--- config.mk ---
export PLATFORM = sky130hd
export DESIGN_NAME = burst_serial_tx
export DESIGN_NICKNAME = d
export VERILOG_FILES = /design/src/rtl/burst_tx_pkg.sv /design/src/rtl/uart_tx_byte.sv /design/src/rtl/burst_serial_tx.sv
export SDC_FILE = /design/constraint.sdc
export NUM_CORES = 1
export LEC_CHECK = 0
export CORE_UTILIZATION = 49
export CTS_CLUSTER_SIZE = 16
export DETAILED_ROUTE_END_ITERATION = 6
export HOLD_SLACK_MARGIN = 0.06
export PLACE_DENSITY = 0.76
export SYNTH_ARGS = -nofsm -noshare
export SYNTH_HDL_FRONTEND = slang
export SYNTH_SLANG_ARGS = --single-unit
--- constraint.sdc ---
create_clock -name clk -period 3 [get_ports clk]
set_input_delay 0.6 -clock clk [delete_from_list [all_inputs] [get_ports clk]]
set_output_delay 0.6 -clock clk [all_outputs]
set_load 0.005 [all_outputs]
--- src/rtl/burst_tx_pkg.sv ---
// burst_tx_pkg: shared state encoding, frame and checksum constants.
// Exports state_t, FRAME_BITS, CHK_INIT and the ptr_w() width helper.
package burst_tx_pkg;

  typedef enum logic [2:0] {
    IDLE,
    CAPTURE,
    SEND_START,
    SEND_DATA,
    SEND_STOP
  } state_t;

  localparam int FRAME_BITS = 10;
  localparam logic [7:0] CHK_INIT = 8'h00;

  function automatic int ptr_w(input int d);
    return (d > 1) ? $clog2(d) : 1;
  endfunction

endpackage

--- src/rtl/uart_tx_byte.sv ---
// uart_tx_byte: one 8N1 frame per start pulse, LSB first, idle high.
// Ports: clk, reset, start, data[7:0] in; tx, frame_done out.
module uart_tx_byte
  import burst_tx_pkg::*;
#(
  parameter int CLKS_PER_BIT = 4
) (
  input  logic       clk,
  input  logic       reset,
  input  logic       start,
  input  logic [7:0] data,
  output logic       tx,
  output logic       frame_done
);

  localparam int CW = ptr_w(CLKS_PER_BIT);
  localparam logic [CW-1:0] CNT_LAST =
    CW'(CLKS_PER_BIT - 1);
  localparam logic [2:0] BIT_LAST =
    3'(FRAME_BITS - 3);

  state_t ph_q, ph_d;
  logic [CW-1:0] cnt_q, cnt_d;
  logic [2:0] bit_q, bit_d;
  logic [7:0] sh_q, sh_d;
  logic tx_q, tx_d;
  logic cnt_end;

  assign cnt_end = (cnt_q == CNT_LAST);
  // Last cycle of the stop bit; a start here
  // chains the next frame with no idle gap.
  assign frame_done = (ph_q == SEND_STOP) && cnt_end;
  assign tx = tx_q;

  always_comb begin
    ph_d  = ph_q;
    bit_d = bit_q;
    sh_d  = sh_q;
    tx_d  = tx_q;
    cnt_d = cnt_end ? '0 : cnt_q + 1'b1;
    if (start) begin
      ph_d  = SEND_START;
      cnt_d = '0;
      bit_d = '0;
      sh_d  = data;
      tx_d  = 1'b0;
    end else begin
      unique case (ph_q)
        SEND_START: begin
          if (cnt_end) begin
            ph_d = SEND_DATA;
            tx_d = sh_q[0];
          end
        end
        SEND_DATA: begin
          if (cnt_end) begin
            if (bit_q == BIT_LAST) begin
              ph_d = SEND_STOP;
              tx_d = 1'b1;
            end else begin
              bit_d = bit_q + 1'b1;
              sh_d  = sh_q >> 1;
              tx_d  = sh_q[1];
            end
          end
        end
        SEND_STOP: begin
          if (cnt_end) begin
            ph_d = IDLE;
            tx_d = 1'b1;
          end
        end
        default: begin
          ph_d  = IDLE;
          cnt_d = '0;
          tx_d  = 1'b1;
        end
      endcase
    end
  end

  always_ff @(posedge clk) begin
    if (reset) begin
      ph_q  <= IDLE;
      cnt_q <= '0;
      bit_q <= '0;
      sh_q  <= '0;
      tx_q  <= 1'b1;
    end else begin
      ph_q  <= ph_d;
      cnt_q <= cnt_d;
      bit_q <= bit_d;
      sh_q  <= sh_d;
      tx_q  <= tx_d;
    end
  end

endmodule

--- src/rtl/burst_serial_tx.sv ---
// burst_serial_tx: buffers a byte burst plus XOR checksum, sends 8N1.
// Ports: clk, reset, i_valid, Din[7:0] in; busy, tx, done out.
module burst_serial_tx
  import burst_tx_pkg::*;
#(
  parameter int DEPTH        = 16,
  parameter int CLKS_PER_BIT = 4
) (
  input  logic       clk,
  input  logic       reset,
  input  logic       i_valid,
  input  logic [7:0] Din,
  output logic       busy,
  output logic       tx,
  output logic       done
);

  localparam int PW = ptr_w(DEPTH);
  localparam logic [PW-1:0] WR_LAST =
    PW'(DEPTH - 1);

  // SEND_START here covers the whole frame
  // train; bit phases live in uart_tx_byte.
  state_t state_q, state_d;
  logic [7:0] mem_q [DEPTH];
  logic [7:0] mem_d [DEPTH];
  logic [PW-1:0] wr_q, wr_d;
  logic [PW-1:0] rd_q, rd_d;
  logic [PW:0] count_q, count_d;
  logic [PW:0] rd_nxt;
  logic [7:0] chk_q, chk_d;
  logic busy_q, busy_d;
  logic done_q, done_d;
  logic start;
  logic [7:0] tx_data;
  logic frame_done;

  assign busy = busy_q;
  assign done = done_q;

  always_comb begin
    state_d = state_q;
    mem_d   = mem_q;
    wr_d    = wr_q;
    rd_d    = rd_q;
    count_d = count_q;
    chk_d   = chk_q;
    busy_d  = busy_q;
    done_d  = 1'b0;
    start   = 1'b0;
    rd_nxt  = {1'b0, rd_q} + 1'b1;
    tx_data = mem_q[rd_q];
    unique case (state_q)
      IDLE: begin
        if (i_valid) begin
          mem_d[wr_q] = Din;
          wr_d    = wr_q + 1'b1;
          chk_d   = CHK_INIT ^ Din;
          busy_d  = 1'b1;
          state_d = CAPTURE;
        end
      end
      CAPTURE: begin
        if (i_valid) begin
          if (wr_q != WR_LAST) begin
            mem_d[wr_q] = Din;
            wr_d  = wr_q + 1'b1;
            chk_d = chk_q ^ Din;
          end
        end else begin
          mem_d[wr_q] = chk_q;
          count_d = {1'b0, wr_q} + 1'b1;
          start   = 1'b1;
          state_d = SEND_START;
        end
      end
      SEND_START: begin
        if (frame_done) begin
          if (rd_nxt < count_q) begin
            rd_d    = rd_nxt[PW-1:0];
            tx_data = mem_q[rd_nxt[PW-1:0]];
            start   = 1'b1;
          end else begin
            state_d = IDLE;
            wr_d    = '0;
            rd_d    = '0;
            count_d = '0;
            chk_d   = CHK_INIT;
            busy_d  = 1'b0;
            done_d  = 1'b1;
          end
        end
      end
      default: begin
        state_d = IDLE;
      end
    endcase
  end

  always_ff @(posedge clk) begin
    if (reset) begin
      state_q <= IDLE;
      wr_q    <= '0;
      rd_q    <= '0;
      count_q <= '0;
      chk_q   <= CHK_INIT;
      busy_q  <= 1'b0;
      done_q  <= 1'b0;
    end else begin
      state_q <= state_d;
      wr_q    <= wr_d;
      rd_q    <= rd_d;
      count_q <= count_d;
      chk_q   <= chk_d;
      busy_q  <= busy_d;
      done_q  <= done_d;
    end
  end

  always_ff @(posedge clk) begin
    mem_q <= mem_d;
  end

  uart_tx_byte #(
    .CLKS_PER_BIT(CLKS_PER_BIT)
  ) u_tx (
    .clk       (clk),
    .reset     (reset),
    .start     (start),
    .data      (tx_data),
    .tx        (tx),
    .frame_done(frame_done)
  );

endmodule

# ---- Word-level counts from Yosys, hierarchy flattened
# Cells that the tools add are included.
dict set report totals {
  word_cells 159
  regBits 171
  out_inout_bits 3
}
dict set report classes {
  eq_ne 24
  n_bitwise 8
  addsub 5
  n_reduce_logical 24
  n_mux 64
  n_lt_le_gt_ge 5
}
# cell count
set ops {}
lappend ops {{$mux 128} 3}
lappend ops {{$bwmux 128} 2}
lappend ops {{$pmux 128 s2} 1}
lappend ops {{$mux 8} 17}
lappend ops {{$bmux 8 s4} 2}
lappend ops {{$demux 8 s4} 1}
lappend ops {{$mux 3} 8}
lappend ops {{$mux 4} 6}
lappend ops {{$pmux 8 s3} 1}
lappend ops {{$reduce_and 4->1} 5}
lappend ops {{$pmux 3 s3} 2}
lappend ops {{$ge 5x5->1 const B} 3}
lappend ops {{$mux 5} 3}
lappend ops {{$not 4->5} 3}
lappend ops {{$ne 2x2->1 const B} 7}
lappend ops {{$mux 1} 12}
lappend ops {{$ne 3x2->1 const B} 4}
lappend ops {{$pmux 4 s3} 1}
lappend ops {{$reduce_and 3->1} 4}
lappend ops {{$add 4x1->5 const B} 2}
lappend ops {{$pmux 5 s2} 1}
lappend ops {{$reduce_bool 2->1} 5}
lappend ops {{$eq 3x2->1 const B} 3}
lappend ops {{$ne 2x1->1 const B} 4}
lappend ops {{other kinds (23)} 30}

# ---- Depth between registers and ports, before layout
# Gate-level depths: netlist of run 1.
dict set report logic_depth {
  word_depth 9
  mapped_depth 13
}

# ---- Modules after synthesis
# Synthesis of run 1 repeated with hierarchy kept, for this count alone.
dict set report hier_totals {
  cells_unflattened 964
  area_unflattened_um2 10248.6
}
# module cells_each seq_area_each_um2 instances area_per_inst_um2
set modules_own_cells {}
lappend modules_own_cells {burst_serial_tx 869 4344.2 1 9377.7}
lappend modules_own_cells {uart_tx_byte 95 340.3 1 870.8}

# ---- Worst setup path before layout of run 1
# No wires, ideal clock.
dict set report synth_path {
  kind {flip-flop to flip-flop}
  from {reg rd_q[2]}
  to {reg u_tx.sh_q[3]}
  path_stages_with_launch 12
  t_required_ns 2.872
  period_less_slack_ns 2.718
  n_path_buf 4
  setup_slack_ns 0.282
  t_arrival_ns 2.590
  path_cell_list {dfxtp_1 > clkbuf_1 > clkbuf_1 > clkbuf_1 > and3_1 > ha_1 > and2_1 > a21oi_2 > o21ai_1 > nand2b_1 > buf_2 > o211ai_1}
}
dict set report synth_between {
  elab_chain_cells 9
  elab_cells_between_ends 21
  cone_classes {add/sub: 1; order compare: 1; eq/ne: 1; mux: 13; bitwise: 2; reduce/logical: 3}
}
# item line
set synth_rtl {}
lappend synth_rtl {{start, declared} burst_serial_tx.sv:28} ;# logic [PW-1:0] rd_q, rd_d;
lappend synth_rtl {{start signal, assigned} burst_serial_tx.sv:112} ;# rd_q <= rd_d;
lappend synth_rtl {{branches (longest 9 deep; another with $add 4x1->5)} --}
lappend synth_rtl {{end signal, assigned} uart_tx_byte.sv:87} ;# sh_q <= '0;
lappend synth_rtl {{end signal, assigned} uart_tx_byte.sv:93} ;# sh_q <= sh_d;
lappend synth_rtl {{end, declared} uart_tx_byte.sv:25} ;# logic [7:0] sh_q, sh_d;
# Parallel ways; which one is timed is not known. The select of a mux whose other input is x is not followed.
# A chain may end at the register's enable or synchronous reset.

# ---- Worst setup path after layout of run 1
dict set report layout_path {
  from {reg rd_q[0]}
  to {reg chk_q[1]}
}
dict set report layout_between {
  elab_chain_cells 4
}
# item line
set layout_rtl {}
lappend layout_rtl {{$add 4x1->5} burst_serial_tx.sv:51} ;# rd_nxt = {1'b0, rd_q} + 1'b1;
lappend layout_rtl {{$lt 5x5->1} burst_serial_tx.sv:79} ;# if (rd_nxt < count_q) begin
lappend layout_rtl {{$ne 2x2->1 (no line)} --}
lappend layout_rtl {{$reduce_and 6->1 (no line)} --}
lappend layout_rtl {{end signal, assigned} burst_serial_tx.sv:114} ;# chk_q <= chk_d;
lappend layout_rtl {{end, declared} burst_serial_tx.sv:31} ;# logic [7:0] chk_q, chk_d;
# Every way passes these cells.

==> Implementation_results.wiki, run 1 <==
{| class="wikitable"
! Metric !! Value
|-
| Result of the run || finished clean
|-
| Number of resized instances in the post-cts repair step || 0
|-
| Sequential group share of total power || 0.487
|-
| Internal reg-to-reg setup slack || 0.21 ns
|-
| Global placer's final weighted congestion || 0.9097
|-
| Netlist area before placement || 10050 µm²
|-
| Slew headroom || 0.4684
|-
| Sink of the worst hold path || u_tx.cnt_q[0]
|-
| Clock Path Buffers || 2
|-
| Drt drc || 0
|-
| Setup violation total in the final timing report || 0
|-
| Kind of launch point of the worst setup path || flip-flop
|-
| Top-level I/O count || 14
|-
| Max Cap Viol || 0
|-
| M1 GR Usage || 0.3531
|-
| Largest net degree at the start of global routing || 69
|-
| Initial core utilization || 0.4983
|-
| Wire length per cell after detailed routing || 22.34 µm
|-
| Vias post-DR || 7988
|-
| Min setup slack post-route || 0.2142 ns
|-
| Total power divided by cell area || 678.7 nW/µm²
|-
| Clock-pin slew on the worst setup and hold paths || 0.07 ns
|-
| Global-route wire length before repair || 43260 µm
|-
| Worst hold path class || reg2reg
|-
| Cell type contributing the most total cell area after synthesis || sky130_fd_sc_hd__edfxtp_1
|-
| Worst slack, placed || 0.2074 ns
|-
| Shortest period the worst path allows || 2.786 ns
|-
| Drt first-iter violations || 838
|-
| Switching power share of the total || 0.3120
|-
| Comb power frac || 0.244
|-
| Clock sink count || 170
|-
| Clock latency at the later pin of the worst-skew pair || 0.44 ns
|-
| Number of buffers created by CTS || 17
|-
| Total Negative Setup Slacks || 0 ns
|-
| Congestion Overflow GR || 0
|-
| Cell at the root of the clock tree || sky130_fd_sc_hd__clkbuf_16
|-
| Share of flip-flops with an asynchronous set or reset after synthesis || 0
|-
| Synth Instances || 938
|-
| Final HPWL from detailed placement || 18550 µm
|-
| Multi-input gate area || 4852 µm²
|-
| Busiest grt layer || met2
|-
| Total net switching power || 2365 µW
|-
| Met2 track utilization from global routing || 0.4329
|-
| Area Overhead vs Synth || 11.13%
|-
| Share of layout cells above drive strength 1 || 0.1765
|-
| Worst endpoint required time || 3.37 ns
|-
| Number of vias per cell after detailed routing || 6.479
|-
| Cells on worst reg2reg path || 9
|-
| M3 GR Usage || 0.06226
|-
| Fill cells || 1713
|-
| Total number of yosys warnings || 0
|-
| Vertical extent of the die || 145.2 µm
|-
| H-Tree Depth || 4
|-
| Post-CTS Setup Bufs || 0
|-
| Sum of routed wire length over all layers || 27540 µm
|-
| Slew Viols, Final || 0
|-
| Fraction of synthesized cell area taken by the top area cell type || 0.3824
|-
| Number of antenna diodes || 0
|-
| Endpoints failing hold || 0
|-
| IO buf count || 13
|-
| Peak ir drop on the vdd network || 0.2912 mV
|-
| Top_reg_cell synth || sky130_fd_sc_hd__edfxtp_1
|-
| Portion of the post-synthesis area used by sequential elements || 0.4661
|-
| Count of nets left with antenna violations after detail routing || 0
|-
| Number of hold buffers added after CTS || 0
|-
| Top cells by area in the synthesized netlist || sky130_fd_sc_hd__edfxtp_1 (38%), sky130_fd_sc_hd__mux4_2 (15%), sky130_fd_sc_hd__dfxtp_1 (8.4%)
|-
| Number of synthesized flops with an enable pin || 128
|-
| Clock tree from TritonCTS || done
|-
| Fmax || 359.0 MHz
|-
| Worst clock skew || 0.01189 ns
|-
| TritonRoute pass-1 iters || 5
|-
| Core region area || 20170 µm²
|-
| Global-route total usage across every layer || 0.2691
|-
| Min-Delay Path Depth || 1
|-
| Initial antenna violation count || 1
|-
| Horizontal die dimension || 145.2 µm
|-
| Syn Nets || 964
|-
| Sequential Area || 4690 µm²
|-
| LEAKAGE || 0.004024 µW
|-
| Measured slew at the worst slew-check pin || 0.7920 ns
|-
| Std cell rows || 52
|-
| Unrepaired setup endpoints after global routing || no
|-
| Die Footprint || 21090 µm²
|-
| Synth cell types || 49
|-
| Start of the worst register-to-register path || rd_q[0]
|-
| Launch instance of the worst min-delay path || u_tx.cnt_q[0]
|-
| Share of the cycle needed by the critical path after routing || 0.9286
|-
| Portion of total power attributed to the clock network || 0.268
|-
| Post-layout nets || 976
|-
| Destination of the worst register-to-register timing path || chk_q[1]
|-
| Critical path class || reg2reg
|-
| Largest fanout of any net on the critical path || 68
|-
| Number of global-route vias before repair || 7500
|-
| Average cell area after synthesis || 10.72 µm²
|-
| Cell-internal power || 5216 µW
|-
| Critical Path End Type || flip-flop
|-
| Post-synthesis sequential element count || 170
|-
| Data arrival time of the critical path || 3.16 ns
|}
==> critical path: stages, from the launching register on <==
cell	delay [ns]
sky130_fd_sc_hd__dfxtp_4	0.36
sky130_fd_sc_hd__buf_12	0.37
sky130_fd_sc_hd__nand3_1	0.15
sky130_fd_sc_hd__xnor2_1	0.31
sky130_fd_sc_hd__ha_1	0.31
sky130_fd_sc_hd__and2_1	0.21
sky130_fd_sc_hd__a21oi_4	0.23
sky130_fd_sc_hd__a21o_1	0.43
sky130_fd_sc_hd__o21ai_0	0.16
sky130_fd_sc_hd__a21oi_1	0.18
==> cells in the mapped netlist, types with 2 or more instances <==
library cell,n
sky130_fd_sc_hd__a2111oi_0,2
sky130_fd_sc_hd__a211oi_1,8
sky130_fd_sc_hd__a21o_1,3
sky130_fd_sc_hd__a21oi_1,46
sky130_fd_sc_hd__a21oi_4,2
sky130_fd_sc_hd__a22oi_1,6
sky130_fd_sc_hd__a31o_2,2
sky130_fd_sc_hd__a31oi_1,6
sky130_fd_sc_hd__buf_2,29
sky130_fd_sc_hd__buf_4,2
sky130_fd_sc_hd__buf_6,4
sky130_fd_sc_hd__clkbuf_1,44
sky130_fd_sc_hd__dfxtp_1,42
sky130_fd_sc_hd__edfxtp_1,128
sky130_fd_sc_hd__ha_1,15
sky130_fd_sc_hd__inv_1,42
sky130_fd_sc_hd__mux2i_1,40
sky130_fd_sc_hd__mux4_2,65
sky130_fd_sc_hd__nand2_1,51
sky130_fd_sc_hd__nand2b_1,6
sky130_fd_sc_hd__nand3_1,131
sky130_fd_sc_hd__nand4_1,2
sky130_fd_sc_hd__nand4b_1,2
sky130_fd_sc_hd__nor2_1,39
sky130_fd_sc_hd__nor2b_1,12
sky130_fd_sc_hd__nor3_1,9
sky130_fd_sc_hd__nor3b_1,2
sky130_fd_sc_hd__o211ai_1,7
sky130_fd_sc_hd__o21ai_0,149
sky130_fd_sc_hd__o21ai_1,7
sky130_fd_sc_hd__o22ai_1,14
sky130_fd_sc_hd__xnor2_1,2
sky130_fd_sc_hd__xor2_1,3
==> power groups by stage <==
stage / registers (µW) / clock network, µW / logic, µW
2_1_floorplan: 3550 / 0 / 1230
3_3_place_gp: 3670 / 0 / 1740
3_5_place_dp: 3720 / 0 / 1810
4_1_cts: 3680 / 2050 / 1820
5_1_grt: 3760 / 2150 / 2000
6_report: 3690 / 2040 / 1850
==> area by class of cell <==
cell class,count,area share
inverters,42,0.01411
repair buffers,73,0.05422
multi-input cells,646,0.4344
well taps,270,0.03025
flip-flops and latches,170,0.4198
clock inverters,7,0.003809
clock buffers,25,0.04335
==> flip-flops by register name (all words and copies together) (netlist names) <==
register and count:
rd_q 4, u_tx.ph_q 3, wr_q 4, mem_q 128
busy 1, state_q 2, u_tx.tx 1, done 1
u_tx.bit_q 3, chk_q 8, count_q 5, u_tx.sh_q 8
u_tx.cnt_q 2
==> metal layers <==
metal  wire length [µm]  vias up
met5                 13        -
met3               2456       54
li1                   -     3597
met1              10900     3933
met4                788        2
met2              13390      402
==> how the worst max path moves through the flow <==
| stage | startpoint | end | slack (ns) | depth (start not counted) |
|---|---|---|---|---|
| floorplan | rd_q[2] | u_tx.sh_q[3] | 0.28 | 11 |
| global placement | i_valid | mem_q[29] | 0.24 | 7 |
| detailed placement | i_valid | mem_q[33] | 0.21 | 7 |
| CTS | rd_q[0] | chk_q[1] | 0.23 | 9 |
| global route | rd_q[0] | chk_q[1] | 0.03 | 9 |
| finish | rd_q[0] | chk_q[1] | 0.21 | 9 |
==> per-stage QoR <==
step	cells	area (µm²)	hold WS [ns]	utilization	power [µW]
floorplan	938	10050	0.4049	-	4778
global placement	1201	10640	0.4269	0.5277	5411
detailed placement	1201	10640	0.4247	0.5277	5531
CTS	1233	11170	0.4334	0.5538	7557
global route	1233	11170	0.4614	0.5538	7907
finish	1233	11170	0.4355	0.5538	7581
==> cell usage in the layout, fill, tap and decap left out, types with 8 or more instances in the layout <==
master                            netlist  final
sky130_fd_sc_hd__o21ai_0              149    149
sky130_fd_sc_hd__nand3_1              131    131
sky130_fd_sc_hd__edfxtp_1             128    128
sky130_fd_sc_hd__mux4_2                65     65
sky130_fd_sc_hd__buf_4                  2     58
sky130_fd_sc_hd__nand2_1               51     51
sky130_fd_sc_hd__a21oi_1               46     46
sky130_fd_sc_hd__inv_1                 42     42
sky130_fd_sc_hd__mux2i_1               40     40
sky130_fd_sc_hd__dfxtp_1               42     40
sky130_fd_sc_hd__nor2_1                39     38
sky130_fd_sc_hd__clkbuf_16              0     18
sky130_fd_sc_hd__o22ai_1               14     14
sky130_fd_sc_hd__ha_1                  15     14
sky130_fd_sc_hd__clkdlybuf4s50_1        0     13
sky130_fd_sc_hd__nor2b_1               12     12
sky130_fd_sc_hd__a211oi_1               8      8
sky130_fd_sc_hd__nor3_1                 9      8
==> cells by family after synthesis <==
| group | count (synthesis) | synth area share |
|---|---|---|
| flops | 170 | 0.4661 |
| simple gates | 261 | 0.1267 |
| buf+inv | 122 | 0.05291 |
| mux | 106 | 0.1866 |
| xor+xnor | 5 | 0.004358 |
| fa+ha+maj | 15 | 0.01867 |
| compound gates | 259 | 0.1447 |
Note: power is estimated with default switching activity, not from simulation.
==> run 2, diff against run 1 <==
--- a/config.mk
+++ b/config.mk
@@ -5,11 +5,12 @@
 export SDC_FILE = /design/constraint.sdc
 export NUM_CORES = 1
 export LEC_CHECK = 0
-export CORE_UTILIZATION = 49
+export CORE_UTILIZATION = 45
 export CTS_CLUSTER_SIZE = 16
 export DETAILED_ROUTE_END_ITERATION = 6
 export HOLD_SLACK_MARGIN = 0.06
-export PLACE_DENSITY = 0.76
+export PLACE_DENSITY_LB_ADDON = 0.1
 export SYNTH_ARGS = -nofsm -noshare
 export SYNTH_HDL_FRONTEND = slang
+export SYNTH_HIERARCHICAL = 1
 export SYNTH_SLANG_ARGS = --single-unit
==> run 2 against run 1 <==
Against the previous run:
- sequential power up 6.0%
- clock power up 11%
- highest routed layer is now met4
- critical path type unchanged
- die area up 11%
- clock skew up 0.00055 ns
==> Implementation_results.wiki, run 2 <==
{| class="wikitable"
! Metric !! Value
|-
| Area Overhead vs Synth || 11.27% (was 11.13%)
|-
| Cell type contributing the most total cell area after synthesis || sky130_fd_sc_hd__edfxtp_1 (unchanged)
|-
| Slew Viols, Final || 0 (unchanged)
|-
| Total Negative Setup Slacks || 0 ns (unchanged)
|-
| Global placer's final weighted congestion || 0.9054 (was 0.9097)
|-
| Initial antenna violation count || 0 (was 1)
|-
| Worst hold path class || reg2reg (unchanged)
|-
| Number of vias per cell after detailed routing || 6.447 (was 6.479)
|-
| Kind of launch point of the worst setup path || flip-flop (unchanged)
|-
| Max Cap Viol || 0 (unchanged)
|-
| Vertical extent of the die || 152.9 µm (was 145.2 µm)
|-
| Post-layout nets || 980 (was 976)
|-
| Data arrival time of the critical path || 3.11 ns (was 3.16 ns)
|-
| Vias post-DR || 8040 (was 7988)
|-
| Measured slew at the worst slew-check pin || 1.080 ns (was 0.7920 ns)
|-
| Clock tree from TritonCTS || done (unchanged)
|-
| Post-synthesis sequential element count || 170 (unchanged)
|-
| Syn Nets || 990 (was 964)
|-
| Largest fanout of any net on the critical path || 31 (was 68)
|-
| Clock Path Buffers || 2 (unchanged)
|-
| Multi-input gate area || 5136 µm² (was 4852 µm²)
|-
| Initial core utilization || 0.4639 (was 0.4983)
|-
| Wire length per cell after detailed routing || 23.55 µm (was 22.34 µm)
|-
| Count of nets left with antenna violations after detail routing || 0 (unchanged)
|-
| IO buf count || 13 (unchanged)
|-
| Critical path class || reg2reg (unchanged)
|-
| Drt first-iter violations || 800 (was 838)
|-
| Detailed-routed wire length on met3 || 2288 µm (was 2456 µm)
|-
| LEAKAGE || 0.004039 µW (was 0.004024 µW)
|-
| Unrepaired setup endpoints after global routing || no (unchanged)
|-
| Worst endpoint required time || 3.31 ns (was 3.37 ns)
|-
| Horizontal die dimension || 152.9 µm (was 145.2 µm)
|-
| Result of the run || finished clean (unchanged)
|-
| DRT met1 WL || 12800 µm (was 10900 µm)
|-
| Sum of routed wire length over all layers || 29360 µm (was 27540 µm)
|-
| Synth cell types || 57 (was 49)
|-
| Share of flip-flops with an asynchronous set or reset after synthesis || 0 (unchanged)
|-
| H-Tree Depth || 4 (unchanged)
|-
| Top-level I/O count || 14 (unchanged)
|-
| Clock-pin slew on the worst setup and hold paths || 0.07 ns (about the same)
|-
| Synth Instances || 964 (was 938)
|-
| Number of buffers created by CTS || 17 (unchanged)
|-
| Std cell rows || 54 (was 52)
|-
| Netlist area before placement || 10250 µm² (was 10050 µm²)
|-
| Fmax || 357.9 MHz (was 359.0 MHz)
|-
| Clock latency at the later pin of the worst-skew pair || 0.44 ns (about the same)
|-
| Critical Path End Type || flip-flop (unchanged)
|-
| Number of synthesized flops with an enable pin || 128 (unchanged)
|-
| Commonest non-fill, non-tap cell in the layout || sky130_fd_sc_hd__nand3_1 (was sky130_fd_sc_hd__o21ai_0)
|-
| Total power divided by cell area || 721.3 nW/µm² (was 678.7 nW/µm²)
|-
| Congestion Overflow GR || 0 (unchanged)
|-
| Total number of yosys warnings || 6 (was 0)
|-
| Worst clock skew || 0.01244 ns (was 0.01189 ns)
|-
| Final core utilization || 0.5161 (was 0.5538)
|-
| TritonRoute pass-1 iters || 5 (unchanged)
|-
| Share of the cycle needed by the critical path after routing || 0.9314 (was 0.9286)
|-
| Fraction of synthesized cell area taken by the top area cell type || 0.3750 (was 0.3824)
|-
| Cell at the root of the clock tree || sky130_fd_sc_hd__clkbuf_16 (unchanged)
|-
| Sequential Area || 4688 µm² (was 4690 µm²)
|-
| Top_reg_cell synth || sky130_fd_sc_hd__edfxtp_1 (unchanged)
|-
| Clock sink count || 170 (unchanged)
|-
| Global-route total usage across every layer || 0.2633 (was 0.2691)
|-
| Number of antenna diodes || 0 (unchanged)
|-
| Largest registers ranked by flip-flop count || mem_q (128), chk_q (8), u_tx/sh_q (8) (was mem_q (128), chk_q (8), u_tx.sh_q (8))
|-
| Number of hold buffers added after CTS || 0 (unchanged)
|-
| Top cell types by occurrence after synthesis || sky130_fd_sc_hd__nand3_1 (130), sky130_fd_sc_hd__edfxtp_1 (128), sky130_fd_sc_hd__o21ai_1 (118), sky130_fd_sc_hd__nand2_1 (95), sky130_fd_sc_hd__mux4_2 (72) (was sky130_fd_sc_hd__o21ai_0 (149), sky130_fd_sc_hd__nand3_1 (131), sky130_fd_sc_hd__edfxtp_1 (128), sky130_fd_sc_hd__mux4_2 (65), sky130_fd_sc_hd__nand2_1 (51))
|-
| Endpoints failing hold || 0 (unchanged)
|-
| Top cells by area in the synthesized netlist || sky130_fd_sc_hd__edfxtp_1 (38%), sky130_fd_sc_hd__mux4_2 (16%), sky130_fd_sc_hd__dfxtp_1 (8.2%) (was sky130_fd_sc_hd__edfxtp_1 (38%), sky130_fd_sc_hd__mux4_2 (15%), sky130_fd_sc_hd__dfxtp_1 (8.4%))
|-
| Peak ir drop on the vdd network || 0.3645 mV (was 0.2912 mV)
|-
| Slew headroom || 0.2800 (was 0.4684)
|-
| Share of layout cells above drive strength 1 || 0.1851 (was 0.1765)
|-
| Die Footprint || 23380 µm² (was 21090 µm²)
|-
| Post-CTS Setup Bufs || 0 (unchanged)
|-
| Average cell area after synthesis || 10.63 µm² (was 10.72 µm²)
|-
| Global-route wire length before repair || 46510 µm (was 43260 µm)
|-
| Flip-flop count of the largest register, all copies and words added || 128 (unchanged)
|-
| Number of resized instances in the post-cts repair step || 0 (unchanged)
|-
| Shortest period the worst path allows || 2.794 ns (was 2.786 ns)
|-
| Highest routed layer || met4 (was met5)
|-
| Core region area || 22090 µm² (was 20170 µm²)
|-
| Most used cells in the layout excluding fill and tap cells || sky130_fd_sc_hd__nand3_1 (129), sky130_fd_sc_hd__edfxtp_1 (128), sky130_fd_sc_hd__o21ai_1 (118), sky130_fd_sc_hd__nand2_1 (95), sky130_fd_sc_hd__mux4_2 (72) (was sky130_fd_sc_hd__o21ai_0 (149), sky130_fd_sc_hd__nand3_1 (131), sky130_fd_sc_hd__edfxtp_1 (128), sky130_fd_sc_hd__mux4_2 (65), sky130_fd_sc_hd__buf_4 (58))
|-
| Drt drc || 0 (unchanged)
|-
| Portion of the post-synthesis area used by sequential elements || 0.4571 (was 0.4661)
|-
| Routed length on met2 || 13700 µm (was 13390 µm)
|-
| Setup violation total in the final timing report || 0 (unchanged)
|-
| Final HPWL from detailed placement || 20540 µm (was 18550 µm)
|-
| Most frequent cell after synthesis || sky130_fd_sc_hd__nand3_1 (was sky130_fd_sc_hd__o21ai_0)
|-
| Largest net degree at the start of global routing || 77 (was 69)
|-
| Largest register by flop count || mem_q (unchanged)
|-
| Fill cells || 1939 (was 1713)
|-
| Number of global-route vias before repair || 7724 (was 7500)
|}
## run 2: cell types whose count changed after synthesis, moves of 8 or more
cell	delta
sky130_fd_sc_hd__a211oi_1	-8
sky130_fd_sc_hd__a31oi_1	+10
sky130_fd_sc_hd__clkbuf_1	+8
sky130_fd_sc_hd__inv_1	-24
sky130_fd_sc_hd__mux2i_1	-17
sky130_fd_sc_hd__nand2_1	+44
sky130_fd_sc_hd__nor2_1	-17
sky130_fd_sc_hd__o21ai_0	-94
sky130_fd_sc_hd__o21ai_1	+111
sky130_fd_sc_hd__o22ai_1	-9
## run 2: kinds of logic (layout without fill, tap and decap cells)
kind of cell,count (synthesis),after routing,share of synthesized area
AO/OA/AOI/OAI,269,269,0.1507
XOR/XNOR,4,4,0.004152
adder cells (fa/ha/maj),15,15,0.01831
buffers and inverters,115,118,0.04883
flip-flops,170,170,0.4571
multiplexers,96,96,0.1818
AND/OR/NAND/NOR,295,295,0.1392
## run 2: worst max-delay path: stages (launching register included)
cell and delay (ns):
sky130_fd_sc_hd__dfxtp_4 0.39, sky130_fd_sc_hd__buf_4 0.32, sky130_fd_sc_hd__buf_4 0.49, sky130_fd_sc_hd__mux4_2 0.62
sky130_fd_sc_hd__mux4_2 0.49, sky130_fd_sc_hd__nand2_1 0.08, sky130_fd_sc_hd__o21ai_1 0.06, sky130_fd_sc_hd__inv_1 0.13
sky130_fd_sc_hd__a221oi_2 0.08
## run 2: cell type report
type                            count  area share
Clock inverter                     15     0.01459
Sequential cell                   170      0.4111
Clock buffer                       17     0.03731
Timing Repair Buffer               65     0.04894
Inverter                           21    0.006912
Tap cell                          280     0.03072
Multi-Input combinational cell    679      0.4504
## run 2: per-stage QoR
step	total power (µW)	setup slack, ns	hold slack (ns)	std cells	area (µm²)
final	8225	0.2057	0.4381	1247	11400
after global routing	8633	0.01050	0.4751	1247	11400
after CTS	8217	0.1750	0.4373	1247	11400
after detailed placement	5978	0.1521	0.4277	1215	10810
after global placement	5867	0.2276	0.4172	1215	10810
after floorplan	5153	0.01021	0.4077	964	10350
## run 2: report_power, final
group | total, µW | leakage, µW | switching (µW) | internal [µW]
logic | 2050 | 0.00215 | 1170 | 880
clock network | 2260 | 0.000281 | 1020 | 1240
registers | 3910 | 0.00160 | 506 | 3410
total | 8230 | 0.00404 | 2690 | 5530
## run 2: routing by layer
layer / global-route usage / up-vias
met3: 0.04593 / 34
met4: 0.08802 / 0
met2: 0.4091 / 332
met5: 0 / -
li1: - / 3696
met1: 0.3740 / 3978
## run 2: final timing paths
| check | from | end | slack (ns) | cells after the start |
|---|---|---|---|---|
| worst max register to register | rd_q[0] | u_tx/sh_q[4] | 0.21 | 8 |
| worst min register to register | u_tx/cnt_q[0] | u_tx/cnt_q[0] | 0.44 | 1 |
| worst min-delay path | u_tx/cnt_q[0] | u_tx/cnt_q[0] | 0.44 | 1 |
| worst max-delay path | rd_q[0] | u_tx/sh_q[4] | 0.21 | 8 |
==> run 3, diff against run 2 <==
--- a/config.mk
+++ b/config.mk
@@ -5,6 +5,7 @@
 export SDC_FILE = /design/constraint.sdc
 export NUM_CORES = 1
 export LEC_CHECK = 0
+export CAP_MARGIN = 20
 export CORE_UTILIZATION = 45
 export CTS_CLUSTER_SIZE = 16
 export DETAILED_ROUTE_END_ITERATION = 6
==> results of run 3 <==
Same layout as run 2: the final DEF is identical, and so are final timing and power.
